--- src/rtl/csram_bank_arbiter.sv ---
// N-master x M-bank CSRAM crossbar: per-bank round-robin arbitration with read-data return via per-master tag pipelines.
// Optional CSRAM_ARB_DBG_PRIO_EN: master 0 (debug bridge) wins every bank it targets without moving the round-robin pointer.
module csram_bank_arbiter #(
  parameter int unsigned NUM_MASTERS = 3,
  parameter int unsigned NUM_BANKS   = 4,
  parameter int unsigned BANK_AW     = 10,
  parameter int unsigned DW          = 32,
  parameter int unsigned RD_LATENCY  = 1
) (
  input  logic                            clk_i,
  input  logic                            rst_i,
  input  logic [NUM_MASTERS-1:0]          m_req,
  input  logic [NUM_MASTERS-1:0]          m_we,
  input  logic [NUM_MASTERS*32-1:0]       m_addr,
  input  logic [NUM_MASTERS*DW-1:0]       m_wdata,
  input  logic [NUM_MASTERS*(DW/8)-1:0]   m_be,
  output logic [NUM_MASTERS-1:0]          m_gnt,
  output logic [NUM_MASTERS-1:0]          m_rvalid,
  output logic [NUM_MASTERS*DW-1:0]       m_rdata,
  output logic [NUM_BANKS-1:0]            sram_cs,
  output logic [NUM_BANKS*BANK_AW-1:0]    sram_addr,
  output logic [NUM_BANKS*DW-1:0]         sram_wdata,
  output logic [NUM_BANKS*(DW/8)-1:0]     sram_wen,
  input  logic [NUM_BANKS*DW-1:0]         sram_rdata
);

  localparam int unsigned AW  = 32;
  localparam int unsigned BW  = $clog2(NUM_BANKS);
  localparam int unsigned MW  = (NUM_MASTERS > 1) ? $clog2(NUM_MASTERS) : 1;
  localparam int unsigned BEW = DW / 8;
  localparam int unsigned UW  = AW - BANK_AW - BW;
`ifdef CSRAM_ARB_DBG_PRIO_EN
  localparam bit DBG_PRIO = 1'b1;
`else
  localparam bit DBG_PRIO = 1'b0;
`endif

  logic [NUM_BANKS-1:0] cand      [NUM_MASTERS];
  logic [MW-1:0]        rr_ptr    [NUM_BANKS];
  logic [MW-1:0]        win_idx   [NUM_BANKS];
  logic [NUM_BANKS-1:0] win_valid;
  logic [NUM_BANKS-1:0] rr_adv;
  logic                 unused_addr_bits;

  // Master 0's tag pipeline is pipeline 0, so the master index is implicit.
  logic [RD_LATENCY-1:0] tag_v    [NUM_MASTERS];
  logic [BW-1:0]         tag_bank [NUM_MASTERS][RD_LATENCY];
  logic [DW-1:0]         rd_sel   [NUM_MASTERS];

  // Bank decode; reset masks every candidate so grants and chip selects stay low.
  always_comb begin
    unused_addr_bits = 1'b0;
    for (int unsigned i = 0; i < NUM_MASTERS; i++) begin
      unused_addr_bits = unused_addr_bits ^ (^m_addr[i*AW+BANK_AW+BW +: UW]);
      for (int unsigned b = 0; b < NUM_BANKS; b++) begin
        cand[i][b] = m_req[i] && !rst_i && (m_addr[i*AW+BANK_AW +: BW] == BW'(b));
      end
    end
  end

  // Per-bank winner: first candidate at or after rr_ptr, wrapping modulo NUM_MASTERS.
  always_comb begin : arb
    int unsigned idx;
    idx = 0;
    for (int unsigned b = 0; b < NUM_BANKS; b++) begin
      win_valid[b] = 1'b0;
      win_idx[b]   = '0;
      rr_adv[b]    = 1'b0;
      if (DBG_PRIO && cand[0][b]) begin
        win_valid[b] = 1'b1;
      end
      for (int unsigned k = 0; k < NUM_MASTERS; k++) begin
        idx = (32'(rr_ptr[b]) + k) % NUM_MASTERS;
        if (!win_valid[b] && cand[MW'(idx)][b] && !(DBG_PRIO && idx == 0)) begin
          win_valid[b] = 1'b1;
          win_idx[b]   = MW'(idx);
          rr_adv[b]    = 1'b1;
        end
      end
    end
  end

  // Grant fan-out and bank drive from each winner; idle banks drive zeros.
  always_comb begin
    m_gnt      = '0;
    sram_cs    = win_valid;
    sram_addr  = '0;
    sram_wdata = '0;
    sram_wen   = '0;
    for (int unsigned b = 0; b < NUM_BANKS; b++) begin
      for (int unsigned i = 0; i < NUM_MASTERS; i++) begin
        if (win_valid[b] && win_idx[b] == MW'(i)) begin
          m_gnt[i]                         = 1'b1;
          sram_addr[b*BANK_AW +: BANK_AW]  = m_addr[i*AW +: BANK_AW];
          sram_wdata[b*DW +: DW]           = m_wdata[i*DW +: DW];
          sram_wen[b*BEW +: BEW]           = m_we[i] ? m_be[i*BEW +: BEW] : '0;
        end
      end
    end
  end

  always_ff @(posedge clk_i or posedge rst_i) begin
    if (rst_i) begin
      for (int unsigned b = 0; b < NUM_BANKS; b++) rr_ptr[b] <= '0;
    end else begin
      for (int unsigned b = 0; b < NUM_BANKS; b++) begin
        if (rr_adv[b]) begin
          rr_ptr[b] <= (win_idx[b] == MW'(NUM_MASTERS - 1)) ? '0 : win_idx[b] + MW'(1);
        end
      end
    end
  end

  // Bank data selected by the tag leaving each master's pipeline.
  always_comb begin
    for (int unsigned i = 0; i < NUM_MASTERS; i++) begin
      rd_sel[i] = '0;
      for (int unsigned b = 0; b < NUM_BANKS; b++) begin
        if (tag_bank[i][RD_LATENCY-1] == BW'(b)) rd_sel[i] = sram_rdata[b*DW +: DW];
      end
    end
  end

  always_ff @(posedge clk_i or posedge rst_i) begin
    if (rst_i) begin
      m_rvalid <= '0;
      m_rdata  <= '0;
      for (int unsigned i = 0; i < NUM_MASTERS; i++) begin
        tag_v[i] <= '0;
        for (int unsigned s = 0; s < RD_LATENCY; s++) tag_bank[i][s] <= '0;
      end
    end else begin
      for (int unsigned i = 0; i < NUM_MASTERS; i++) begin
        tag_v[i][0]    <= m_gnt[i] && !m_we[i];
        tag_bank[i][0] <= m_addr[i*AW+BANK_AW +: BW];
        for (int unsigned s = 1; s < RD_LATENCY; s++) begin
          tag_v[i][s]    <= tag_v[i][s-1];
          tag_bank[i][s] <= tag_bank[i][s-1];
        end
        m_rvalid[i] <= tag_v[i][RD_LATENCY-1];
        if (tag_v[i][RD_LATENCY-1]) m_rdata[i*DW +: DW] <= rd_sel[i];
      end
    end
  end

endmodule

--- config.mk ---
export PLATFORM = sky130hd
export DESIGN_NAME = csram_bank_arbiter
export DESIGN_NICKNAME = d
export VERILOG_FILES = /design/src/rtl/csram_bank_arbiter.sv
export SDC_FILE = /design/constraint.sdc
export NUM_CORES = 1
export LEC_CHECK = 0
export CAP_MARGIN = 20
export CORE_AREA = 2 2 243 245
export CTS_CLUSTER_SIZE = 25
export DETAILED_ROUTE_END_ITERATION = 10
export DIE_AREA = 0 0 245 247
export GPL_TIMING_DRIVEN = 0
export SETUP_SLACK_MARGIN = 0.1
export SYNTH_ARGS = -nofsm -noshare
export SYNTH_HDL_FRONTEND = slang
export SYNTH_SLANG_ARGS = --single-unit
--- constraint.sdc ---
create_clock -name clk_i -period 18.9 [get_ports clk_i]
set_input_delay 4.725 -clock clk_i [delete_from_list [all_inputs] [get_ports clk_i]]
set_output_delay 4.725 -clock clk_i [all_outputs]
set_load 0.01 [all_outputs]
==> results.txt <==
status -> completed
# resized after CTS -> 0
top cells by area, synth -> dfrtp_1 (26%), mux4_2 (20%), mux2_2 (9.8%)
Hold Path Class -> reg2reg
cts bufs inserted -> 17
vias in the first global route -> 13811
Tot GR Track Use -> 0.206
Max Cap Violations -> 0
worst hold margin -> 0.400 ns
Design Power -> 1.91 mW
die width -> 245 um
first-pass GRT wire length -> 93100 um
critical path peak fanout -> 52
#FFs+latches synth -> 116
sequential share of the synthesized area -> 0.262
DR vias/cell -> 5.38
I/O pin total -> 630
Worst-Skew Late Latency -> 0.43 ns
root buf cell -> clkbuf_16
Fillers -> 6012
Hold Fails Final Rpt -> 0
initial antenna violation count -> 7
Startpoint Class -> input pin
dpl hpwl -> 50300 um
PD cells -> 104 nW/um^2
GP Congestion -> 0.917
DRT Wirelength -> 65300 um
slowest CP cell -> clkbuf_1
worst-path cell chain -> clkdlybuf4s50_1 -> buf_4 -> inv_6 -> nand4_1 -> nor4_1 -> clkbuf_1 -> clkbuf_1 -> a22oi_1 -> o21ai_0 -> clkdlybuf4s50_1
Min-Delay Endpoint -> m_rvalid[1]
r2r startpoint -> rr_ptr[6]
# hold bufs at CTS -> 0
clock buffer depth -> 2
Remaining Overflow, GRT -> 0
crit share post-route -> 0.723
Crit path required time -> 14.18 ns
Post-synth ARST share -> 1.00
synth warn -> 0
Reg2Reg Setup Slack -> 16.00 ns
placed instance area -> 17800 sq um
Synthesized Nets -> 1456
design area -> 18400 sq um
DRC -> 0
EDFF count, synth -> 0
clock sinks -> 116
Synth Area per Inst -> 10.0 sq um
Post-Syn Area -> 11100 sq um
Setup CP Type -> in2out
final count of negative-setup-slack endpoints -> 0
Final ANT Viol Nets -> 0
Nets -> 2050
DR pass1 iterations -> 5
fin cells -> 2487
most instantiated library cell after synthesis -> dfrtp_1
CP peak stage delay -> 0.70 ns
worst hold start -> tag_v[1]
Yosys top cell by area -> dfrtp_1
CTS H-tree lvls -> 4
R2R depth -> 7
die outline area -> 60500 sq um
RR Endpoint -> rr_ptr[7]
Rows -> 89
Port Buffer Count -> 569
Tightest Pin Transition -> 1.01 ns
Initial Utilization -> 0.190
vias -> 13390
slew margin rel. -> 0.330
Register Area -> 2900 sq um
post-route minimum period -> 13.66 ns
clock skew -> 0.0127 ns
core area -> 58200 sq um
Peak VDD IR -> 66.0 uV
# Post-CTS Setup Buffers -> 0
ys flop type -> dfrtp_1
CP endpoint kind -> primary output
fraction of layout cells with a size suffix above 1 -> 0.161
post-route setup TNS -> 0 ns
area share of the largest cell type after synthesis -> 0.262
top cells by count, synth -> dfrtp_1 (116), mux2_2 (96), mux4_2 (96)
Synth cell types -> 67
First DRT Iteration DRCs -> 985
Max Clock Freq -> 73.2 MHz
P_leak -> 6.77 nW
count of pins over their slew limit -> 0
cells after synthesis -> 1106
WL/cell -> 26.2 um
Placed Instances -> 2452
CTS tree -> built
RSZ-0062 raised after global routing -> false
Worst EP arrival -> 8.93 ns
area grow syn2layout -> 66.1%
largest net degree at the start of global routing -> 69
Die H -> 247 um
Multi-input gate area -> 7540 sq um
Clock transition at path regs -> 0.06 ns
Hold Crit Depth -> 0
-- power by group --
part           switching [mW]  leakage [nW]  internal (mW)
registers              0.0652          1.40          0.364
clock network           0.135         0.277          0.184
logic                   0.576          5.10          0.586
total                   0.777          6.77           1.13
-- how the worst max path moves through the flow --
stage | start | to | slack (ns)
CTS | rst_i | sram_wdata[96] | 5.20
global route | rst_i | sram_wdata[96] | 5.02
finish | rst_i | sram_wdata[96] | 5.24
detailed placement | rst_i | sram_wdata[96] | 5.24
floorplan | rst_i | sram_wen[15] | 5.11
global placement | rst_i | sram_wdata[96] | 1.46
-- sequential cells by signal, summed over array words and instances, names as in the netlist --
register / cells
tag_bank: 6
tag_v: 3
m_rdata: 96
rr_ptr: 8
m_rvalid: 3
-- critical path: cells and delay by family --
family / cells / cell delay (ns)
simple gates: 2 / 0.69
compound gates: 2 / 0.44
buf+inv: 6 / 3.06
-- cells by family (layout without fill, tap and decap cells) --
kind of cell    count (synthesis)  after routing  share of synthesized area
compound gates                332            332                      0.218
simple gates                  302            302                      0.156
mux                           194            194                      0.295
buf+inv                       150            757                     0.0563
flops                         116            116                      0.262
fa+ha+maj                      12             12                     0.0131
other cells                     0              1                          0
-- metrics by stage --
| step | util | setup slack (ns) |
|---|---|---|
| 2_1_floorplan | - | 5.11 |
| 3_3_place_gp | 0.304 | 1.46 |
| 3_5_place_dp | 0.305 | 5.24 |
| 4_1_cts | 0.315 | 5.20 |
| 5_1_grt | 0.316 | 5.02 |
| 6_report | 0.316 | 5.24 |
-- layer usage --
metal / vias to the layer above / part of all wire / GRT usage
li1: 5673 / - / -
met1: 6671 / 0.39 / 0.249
met2: 897 / 0.48 / 0.350
met3: 137 / 0.091 / 0.0519
met4: 12 / 0.038 / 0.0829
met5: - / 0.0011 / 0
-- layout make-up --
cell class / instances / share of cell area
Inverter: 20 / 0.00435
Tap cell: 773 / 0.0526
Buffer: 130 / 0.0298
Multi-Input combinational cell: 840 / 0.410
Timing Repair Buffer: 575 / 0.314
Clock buffer: 17 / 0.0231
Clock inverter: 15 / 0.00789
Antenna cell: 1 / 0.000136
Sequential cell: 116 / 0.158
-- placed cells by master, fill, tap and decap left out, drive strengths merged, types with 10 or more instances in the layout --
cell type and n:
a21oi 95, a221o 84, a22oi 45, and2 46, and3 45, buf 59, clkbuf 94, clkdlybuf4s50 569
dfrtp 116, ha 10, inv 27, mux2 96, mux4 96, nand2 18, nand3 56, nand4 46
nor2 53, o21ai 51, o221ai 11
Note: power is estimated with default switching activity, not from simulation.
